<file path="src/rtl/lstm_timestep_scheduler.sv">
// Multi-timestep sequencer for the LSTM core: Xi load, DMA write ctrl, core run,
// and an ht FIFO drained onto the 64-bit DMA write channel.
module lstm_timestep_scheduler #(
  parameter int HIDDEN     = 64,
  parameter int DATA_WIDTH = 16,
  parameter int FIFO_DEPTH = 64,
  parameter int TS_WIDTH   = 16
) (
  input  logic                  clk,
  input  logic                  rst,
  input  logic                  cfg_valid,
  input  logic [TS_WIDTH-1:0]   cfg_num_timesteps,
  output logic                  busy,
  output logic                  done,
  output logic                  err,
  output logic                  x_load_req,
  output logic [TS_WIDTH-1:0]   x_load_ts,
  input  logic                  x_load_ack,
  output logic                  core_start,
  input  logic                  core_ht_valid,
  input  logic [DATA_WIDTH-1:0] core_ht_out,
  input  logic                  core_done,
  output logic                  wr_ctrl_valid,
  input  logic                  wr_ctrl_ready,
  output logic [31:0]           wr_ctrl_index,
  output logic [31:0]           wr_ctrl_length,
  output logic [2:0]            wr_ctrl_size,
  output logic                  wr_chnl_valid,
  input  logic                  wr_chnl_ready,
  output logic [63:0]           wr_chnl_data
);

  // state | meaning
  // IDLE  | waiting for cfg_valid
  // XREQ  | requesting Xi load for ts
  // WCTRL | issuing DMA write ctrl for ts
  // RUN   | core running, ht beats buffered
  // FLUSH | waiting for the FIFO to drain
  // NEXT  | advance ts, clear per-timestep counters
  // FIN   | one-cycle done pulse
  localparam logic [2:0] S_IDLE  = 3'd0;
  localparam logic [2:0] S_XREQ  = 3'd1;
  localparam logic [2:0] S_WCTRL = 3'd2;
  localparam logic [2:0] S_RUN   = 3'd3;
  localparam logic [2:0] S_FLUSH = 3'd4;
  localparam logic [2:0] S_NEXT  = 3'd5;
  localparam logic [2:0] S_FIN   = 3'd6;

  localparam int AW = (FIFO_DEPTH > 1) ? $clog2(FIFO_DEPTH) : 1;
  localparam int CW = $clog2(HIDDEN) + 1;
  localparam logic [31:0]   HIDDEN_W = 32'(HIDDEN);
  localparam logic [CW-1:0] HIDDEN_C = CW'(HIDDEN);
  localparam logic [AW:0]   DEPTH_C  = (AW+1)'(FIFO_DEPTH);

  logic [2:0]            state_q, state_d;
  logic [TS_WIDTH-1:0]   n_q, n_d, ts_q, ts_d, ts_inc;
  logic                  err_q, err_d;
  logic [CW-1:0]         ht_cnt_q, ht_cnt_d, sent_cnt_q, sent_cnt_d;
  logic [DATA_WIDTH-1:0] mem_q [FIFO_DEPTH];
  logic [AW-1:0]         wr_ptr_q, rd_ptr_q;
  logic [AW:0]           count_q;
  logic                  fifo_empty, fifo_full, push_req, push, pop;

  assign fifo_empty = (count_q == '0);
  assign fifo_full  = (count_q == DEPTH_C);
  assign pop        = !fifo_empty && wr_chnl_ready;
  assign push_req   = (state_q == S_RUN) && core_ht_valid;
  // A full FIFO still accepts a beat when the head leaves in the same cycle.
  assign push       = push_req && (!fifo_full || pop);
  assign ts_inc     = ts_q + 1'b1;

  always_comb begin
    state_d    = state_q;
    n_d        = n_q;
    ts_d       = ts_q;
    err_d      = err_q;
    ht_cnt_d   = ht_cnt_q;
    sent_cnt_d = sent_cnt_q;
    if (push) ht_cnt_d = ht_cnt_q + 1'b1;
    if (pop) sent_cnt_d = sent_cnt_q + 1'b1;
    if (push_req && !push) err_d = 1'b1;
    case (state_q)
      S_IDLE: begin
        if (cfg_valid) begin
          n_d        = cfg_num_timesteps;
          ts_d       = '0;
          err_d      = 1'b0;
          ht_cnt_d   = '0;
          sent_cnt_d = '0;
          state_d    = (cfg_num_timesteps == '0) ? S_FIN : S_XREQ;
        end
      end
      S_XREQ:  if (x_load_ack) state_d = S_WCTRL;
      S_WCTRL: if (wr_ctrl_ready) state_d = S_RUN;
      S_RUN:   if (core_done) state_d = S_FLUSH;
      S_FLUSH: begin
        if (fifo_empty && (sent_cnt_q == ht_cnt_q)) begin
          state_d = S_NEXT;
          if (ht_cnt_q != HIDDEN_C) err_d = 1'b1;
        end
      end
      S_NEXT: begin
        ts_d       = ts_inc;
        ht_cnt_d   = '0;
        sent_cnt_d = '0;
        state_d    = (ts_inc == n_q) ? S_FIN : S_XREQ;
      end
      S_FIN:   state_d = S_IDLE;
      default: state_d = S_IDLE;
    endcase
  end

  always_ff @(posedge clk or posedge rst) begin
    if (rst) begin
      state_q    <= S_IDLE;
      n_q        <= '0;
      ts_q       <= '0;
      err_q      <= 1'b0;
      ht_cnt_q   <= '0;
      sent_cnt_q <= '0;
    end else begin
      state_q    <= state_d;
      n_q        <= n_d;
      ts_q       <= ts_d;
      err_q      <= err_d;
      ht_cnt_q   <= ht_cnt_d;
      sent_cnt_q <= sent_cnt_d;
    end
  end

  always_ff @(posedge clk or posedge rst) begin
    if (rst) begin
      wr_ptr_q <= '0;
      rd_ptr_q <= '0;
      count_q  <= '0;
    end else begin
      if (push) wr_ptr_q <= wr_ptr_q + 1'b1;
      if (pop) rd_ptr_q <= rd_ptr_q + 1'b1;
      case ({push, pop})
        2'b10:   count_q <= count_q + 1'b1;
        2'b01:   count_q <= count_q - 1'b1;
        default: count_q <= count_q;
      endcase
    end
  end

  // Storage needs no reset; the empty flag masks stale entries.
  always_ff @(posedge clk) begin
    if (push) mem_q[wr_ptr_q] <= core_ht_out;
  end

  assign busy           = (state_q != S_IDLE);
  assign done           = (state_q == S_FIN);
  assign err            = err_q;
  assign x_load_req     = (state_q == S_XREQ);
  assign x_load_ts      = ts_q;
  assign core_start     = (state_q == S_RUN);
  assign wr_ctrl_valid  = (state_q == S_WCTRL);
  assign wr_ctrl_index  = 32'(ts_q) * HIDDEN_W;
  assign wr_ctrl_length = HIDDEN_W;
  assign wr_ctrl_size   = 3'd3;
  assign wr_chnl_valid  = !fifo_empty;
  assign wr_chnl_data   = fifo_empty ? 64'd0 : 64'(mem_q[rd_ptr_q]);

endmodule
</file>
<file path="config.mk">
export PLATFORM = sky130hd
export DESIGN_NAME = lstm_timestep_scheduler
export DESIGN_NICKNAME = d
export VERILOG_FILES = /design/src/rtl/lstm_timestep_scheduler.sv
export SDC_FILE = /design/constraint.sdc
export NUM_CORES = 1
export LEC_CHECK = 0
export BUFFER_PORTS_ARGS = -buffer_cell sky130_fd_sc_hd__clkbuf_2
export CAP_MARGIN = 20
export CELL_PAD_IN_SITES_DETAIL_PLACEMENT = 0
export CELL_PAD_IN_SITES_GLOBAL_PLACEMENT = 1
export CORE_UTILIZATION = 58
export DETAILED_ROUTE_END_ITERATION = 6
export PLACE_DENSITY_LB_ADDON = 0.1
export SYNTH_ARGS = -nofsm -noshare
export SYNTH_HDL_FRONTEND = slang
export SYNTH_SLANG_ARGS = --single-unit
</file>
<file path="constraint.sdc">
create_clock -name clk -period 8.5 [get_ports clk]
set_input_delay 0.425 -clock clk [delete_from_list [all_inputs] [get_ports clk]]
set_output_delay 0.425 -clock clk [all_outputs]
set_load 0.01 [all_outputs]
</file>
==> results of run 1 <==
==> worst register-to-register path: stages, from the launching register on <==
cell and delay, ns:
dfrtp_1 0.41, nor4_1 0.41, nand4b_1 0.22, and3_1 0.22, buf_4 0.19, inv_1 0.23
ha_1 0.33, inv_1 0.12, fa_1 0.41, nor2b_1 0.13, o21ai_0 0.09, a21oi_1 0.19
o21ai_0 0.14, nand3_1 0.10, or3b_2 0.45, xnor2_1 0.13
==> cell families (layout without fill, tap and decap cells) <==
family / Yosys count / in the layout / synth area share [%]
compound gates: 144 / 144 / 2.18
xor+xnor: 56 / 56 / 1.11
fa+ha+maj: 13 / 13 / 0.386
buf+inv: 249 / 412 / 3.12
flops: 1093 / 1093 / 73.7
mux: 406 / 406 / 16.5
other cells: 2 / 99 / 0.0170
simple gates: 268 / 268 / 2.96
==> metal layers <==
layer	GRT usage [%]	up-vias	part of all wire, %
li1	-	9162	-
met4	8.49	2	2.8
met1	38.6	11600	41
met3	4.37	177	7.7
met2	41.6	902	48
met5	0	-	0.0080
==> layout by cell type (no fill, tap or decap), drive strengths merged, types with 18 or more instances in the layout <==
| cell type | n |
|---|---|
| a22oi | 64 |
| buf | 97 |
| clkbuf | 225 |
| clkinv | 54 |
| conb | 99 |
| dfrtp | 69 |
| edfxtp | 1024 |
| mux2 | 18 |
| mux2i | 132 |
| mux4 | 256 |
| nand2 | 71 |
| nor2 | 101 |
| o21ai | 33 |
| xnor2 | 33 |
| xor2 | 23 |
==> how the worst min path moves through the flow <==
stage                                     start          end  slack [ns]  cells after the start
after floorplan                      count_q[6]   count_q[6]        0.46                      1
after global placement               count_q[6]   count_q[6]        0.48                      1
after detailed placement             count_q[6]   count_q[6]        0.48                      1
after CTS                 cfg_num_timesteps[11]      n_q[11]       0.003                      2
after global routing       cfg_num_timesteps[8]       n_q[8]        0.03                      2
final                                       rst  wr_ptr_q[2]        0.04                      3
==> state kept, by name, summed over array words and instances (netlist names) <==
name / cells
ht_cnt_q: 7
state_q: 3
err: 1
rd_ptr_q: 6
sent_cnt_q: 7
mem_q: 1024
wr_ptr_q: 6
n_q: 16
x_load_ts: 16
count_q: 7
==> power by group through the flow <==
stage / clock network, mW / logic [mW] / registers (mW)
3_3_place_gp: 0 / 4.20 / 6.45
5_1_grt: 4.85 / 4.52 / 6.37
2_1_floorplan: 0 / 3.09 / 6.21
3_5_place_dp: 0 / 4.24 / 6.46
4_1_cts: 4.66 / 4.26 / 6.34
6_report: 4.60 / 4.24 / 6.34
==> layout make-up <==
class	count	area, um^2
tap	969	1210
clock buffer	131	2850
multi-input combinational	986	10600
timing repair buffer	199	1300
sequential	1093	32500
clock inverter	67	586
inverter	15	56.3
fill	4964	25700
==> stage by stage <==
stage          cell area, um^2  utilization, %  worst slack, ns  hold WS, ns
2_1_floorplan            44400               -             5.13        0.457
3_3_place_gp             45600            60.9             4.04        0.482
3_5_place_dp             45600            60.9             4.11        0.484
4_1_cts                  49100            65.6             3.36      0.00320
5_1_grt                  49100            65.6             3.10       0.0254
6_report                 49100            65.6             3.47       0.0352
==> results.toml, run 1 <==
[status]
status = "finished clean"

[drt]
wl_um = 99700
drt_first_pass_iters = 5
vias = 21800
drc = 0
drtIter0Drc = 2115
ant_nets = 0
vias_per_cell = 6.30
wl_per_cell_um = 28.8

[global_routing]
grt_pass1_wl_um = 147000
grt_overflow = 0
grt_antenna_before_repair = 1
grt_pass1_vias = 22200
grt_util_all_layers_pct = 26.5
grt_max_degree = 165

[placed_design]
dp_hpwl_um = 54600
io_buffers = 94
place_inst = 3254
gp_congestion = 0.822

[sta]
fin_setup_tns_ns = 0
maxSlewViolCount = 0
clock_skew_ns = 0.0409
slew_headroom_pct = 24.1
min_period_ns = 5.03
rsz0062_at_grt = "false"
finalCritPeriodShare_pct = 59.2
max_clock_freq_mhz = 199
worst_pin_slew_ns = 1.14
finalHoldViolations = 0
setup_violations = 0

[synthesis]
ys_warn_count = 0
avgSynthCellArea_um2 = 19.8
synth-main-ff-cell = "edfxtp_1"
synth-async-reset-ratio_pct = 6.31
synth_seq_cells = 1093
synth_top_cell_by_area = "edfxtp_1"
synth_most_common_cell = "edfxtp_1"
synth_commonest_cells = "edfxtp_1 (1024), mux4_2 (256), mux2i_1 (132), buf_4 (116), nor2_1 (101)"
ys_seq_area_share_pct = 73.7
synthDominantCellAreaShare_pct = 69.8
synthDistinctLibCells = 56
synth-edff-count = 1024
syn-cell-area_um2 = 44100
netlist_instances = 2231
synth_area_leaders = "edfxtp_1 (70%), mux4_2 (13%), dfrtp_1 (3.9%), mux2i_1 (3.0%), buf_4 (2.0%)"

[power]
p_sw_share_pct = 30.8
leakage_nw = 16.5
p_per_area_nw_per_um2 = 309
clock_power_share_pct = 30.3
combPwrFrac_pct = 27.9
power_mw = 15.2
switching_power_mw = 4.67
internal_power_mw = 10.5
max-vdd-ir-drop_mv = 0.445
power.share.sequential_pct = 41.7

[cts]
ctsHtreeMaxLevel = 3
clockRootBuffer = "clkbuf_16"
cts_tree = "yes"
clk_pin_slew_ns = 0.06
clk_latency_ns = 0.69
ctsResizeCount = 0
cts.sinks = 1093
numCtsBuffers = 108
cts.hold.buffers_added = 8
cts_post_setup_buffers_inserted = 0
clockBufferDepth = 3

[worst_setup_path]
worstPathArrival_ns = 4.61
cp_cell_sequence = "buf_12 > mux4_2 > mux2i_1 > a22oi_1 > nand2_1 > o22ai_1 > clkbuf_2"
cp_num_cells = 7
crit_path_end = "wr_chnl_data[2]"
r2r_cells = 15
startpoint_type = "flop"
max_stage_delay_ns = 1.08
critical_path.startpoint = "rd_ptr_q[0]"
critPathCaptureType = "output port"
r2r_start = "count_q[0]"
slowest_stage = "dfrtp_4"
reg2reg_slack_ns = 4.59
cpLargestDelayFamily = "flip-flops"
cp_max_fo = 114
r2r_end = "count_q[6]"
required_ns = 8.08
path_buf_inv = 2
path_class = "reg2out"

[floorplanning]
io-pin-count = 194
die_area_um2 = 77100
start_util_pct = 58.9
die_x_um = 278
core-area_um2 = 74800
row_count = 100
die_h_um = 278

[final_layout]
drive_gt1_share_pct = 25.9
nets = 2456
antenna_cells = 0
final_cells = 3460
area_growth_pct = 11.4

[min_path]
hold_path.class = "in2async"

[job]
drv_cap = 0
No activity file was read; power rests on OpenSTA's default activity.
==> run 2, diff against run 1 <==
- ABC_AREA: default -> 1
- CORE_UTILIZATION: 58 -> 51
- clock period: 8.5 -> 5.08 ns (I/O delays scaled with it)
==> run 2 against run 1 <==
- via count rose by 37%
- die area rose by 16%
- critical endpoint is now wr_chnl_data[7]
- area after synthesis rose by 2.5%
- register-to-register slack got worse by 2.7 ns
- synthesized cell count rose by 64%
==> results.toml, run 2 <==
[power]
p_sw_share_pct = 37.2
leakage_nw = 17.1
switching_power_mw = 10.3
max-vdd-ir-drop_mv = 0.584
combPwrFrac_pct = 32.6
p_per_area_nw_per_um2 = 548
internal_power_mw = 17.4
power_mw = 27.7
power.share.sequential_pct = 37.2
clock_power_share_pct = 30.1

[drt]
drc = 0
ant_nets = 0
drt_first_pass_iters = 6
wl_um = 127000
drtIter0Drc = 2967
wl_per_cell_um = 25.2
vias_per_cell = 5.97
vias = 29900

[sta]
finalHoldViolations = 0
rsz0062_at_grt = "false"
setup_violations = 0
hold_ws_ns = 0.0652
finalCritPeriodShare_pct = 91.8
slew_headroom_pct = 28.2
maxSlewViolCount = 0
fin_setup_tns_ns = 0
max_clock_freq_mhz = 215
min_period_ns = 4.66
worst_slack_ns = 0.419
worst_pin_slew_ns = 1.07
clock_skew_ns = 0.0310

[global_routing]
grt_pass1_vias = 28600
grt_antenna_before_repair = 0
grt_pass1_wl_um = 186000
grt_max_degree = 206
grt_util_all_layers_pct = 28.0
grt_overflow = 0

[placed_design]
preCtsSetupSlack_ns = 1.16
gp_congestion = 0.824
place_inst = 4779
dp_hpwl_um = 68600
dpl-instance-area_um2 = 46600
io_buffers = 94

[worst_setup_path]
worstPathArrival_ns = 4.41
critPathCaptureType = "output port"
r2r_end = "mem_q[41][2]"
reg2reg_slack_ns = 1.90
crit_path_end = "wr_chnl_data[7]"
critical_path.startpoint = "rd_ptr_q[1]"
cp_max_fo = 79
path_class = "reg2out"
r2r_cells = 11
startpoint_type = "flop"
r2r_start = "state_q[2]"
required_ns = 4.83

[cts]
clk_pin_slew_ns = 0.07
clk_latency_ns = 0.69
cts_post_setup_buffers_inserted = 0
ctsResizeCount = 0
cts.hold.buffers_added = 22
cts.sinks = 1093
numCtsBuffers = 112
clockBufferDepth = 3
cts_tree = "yes"
ctsHtreeMaxLevel = 3
clockRootBuffer = "clkbuf_16"

[final_layout]
final_cell_mix = "edfxtp_1 (1024), nor2_1 (679), o21ai_0 (523), nand2_1 (257), nand3_1 (174)"
nets = 3815
largest-register = "mem_q"
n_fill_cell = 6973
drive_gt1_share_pct = 10.9
stdcell_area_um2 = 50600
mostFrequentLayoutCell = "edfxtp_1"
largest_reg_flops = 1024
antenna_cells = 0
final_util_pct = 58.0
final_cells = 5016
area_growth_pct = 12.1

[synthesis]
synthDistinctLibCells = 44
synthDominantCellAreaShare_pct = 68.1
avgSynthCellArea_um2 = 12.4
ys_warn_count = 0
synth-async-reset-ratio_pct = 6.31
synth-main-ff-cell = "edfxtp_1"
ys_seq_area_share_pct = 71.9
netlist_instances = 3654
synth_seq_cells = 1093
synth_top_cell_by_area = "edfxtp_1"
synth_commonest_cells = "edfxtp_1 (1024), nor2_1 (682), o21ai_0 (523), nand2_1 (257), nand3_1 (174)"
synth-edff-count = 1024
syn-cell-area_um2 = 45200
synth_area_leaders = "edfxtp_1 (68%), o21ai_0 (5.8%), nor2_1 (5.7%), dfrtp_1 (3.8%), nand2_1 (2.1%)"
synth_most_common_cell = "edfxtp_1"

[floorplanning]
die_area_um2 = 89700
start_util_pct = 51.7
row_count = 108
die_x_um = 300
core-area_um2 = 87300
io-pin-count = 194
die_h_um = 300

[status]
status = "finished clean"

[job]
drv_cap = 0

[min_path]
hold_path.class = "in2async"
==> run 2: cell types whose count changed after synthesis, sizes merged, moves of 50 or more <==
cell / change
o21ai: +520
mux4: -256
nand2: +191
buf: +50
nor2: +589
clkbuf: +54
inv: +73
o221ai: +56
nand3: +158
o211ai: +71
o22ai: +133
a22oi: -64
mux2i: -132
==> run 2: per-layer routing <==
metal	GRT usage [%]	vias up	wire length, um
met5	0	-	0
met4	9.86	0	4080
met3	3.80	206	8990
met2	45.3	1241	60700
met1	39.3	15100	52800
li1	-	13400	-
==> run 2: cells by family after synthesis <==
kind of cell	Yosys count	share of synthesized area [%]
and+or+nand+nor	1203	11.0
DFF	1093	71.9
AOI/OAI and AO/OA	890	11.2
buffers and inverters	427	4.96
xor gates and xnor gates	26	0.535
adders and majority gates	13	0.377
other	2	0.0166
==> run 2: worst min-delay path by stage <==
stage,startpoint,to,slack (ns),cells past startpoint
6_report,rst,x_load_ts[7],0.07,4
5_1_grt,rst,n_q[5],0.07,4
3_5_place_dp,count_q[6],count_q[6],0.46,1
4_1_cts,cfg_valid,n_q[8],0.05,5
3_3_place_gp,count_q[6],count_q[6],0.46,1
2_1_floorplan,core_ht_out[0],mem_q[0][0],0.35,0
==> run 2: area by class of cell <==
| class | instances | area [um^2] | area share, % |
|---|---|---|---|
| Tap cell | 1155 | 1450 | 2.86 |
| Clock inverter | 85 | 876 | 1.73 |
| Clock buffer | 128 | 2870 | 5.68 |
| Multi-Input combinational cell | 2231 | 10800 | 21.4 |
| Inverter | 89 | 355 | 0.702 |
| Timing Repair Buffer | 235 | 1730 | 3.42 |
| Sequential cell | 1093 | 32500 | 64.2 |
==> run 2: worst max-delay path, stage by stage (launching register included) <==
cell	delay, ns
dfrtp_4	0.87
buf_12	0.40
buf_4	0.43
o21ai_0	0.16
o221ai_1	0.24
nand3_1	0.10
nand3_1	0.19
nand3_1	0.18
a21oi_1	0.72
clkbuf_2	0.26
==> run 2: power by group through the flow <==
stage          clock (mW)  combinational, mW  sequential (mW)
3_5_place_dp            0               8.97             10.5
3_3_place_gp            0               8.84             10.5
2_1_floorplan           0               5.79             10.4
4_1_cts              8.44               9.01             10.3
5_1_grt              8.80               9.82             10.4
6_report             8.36               9.05             10.3
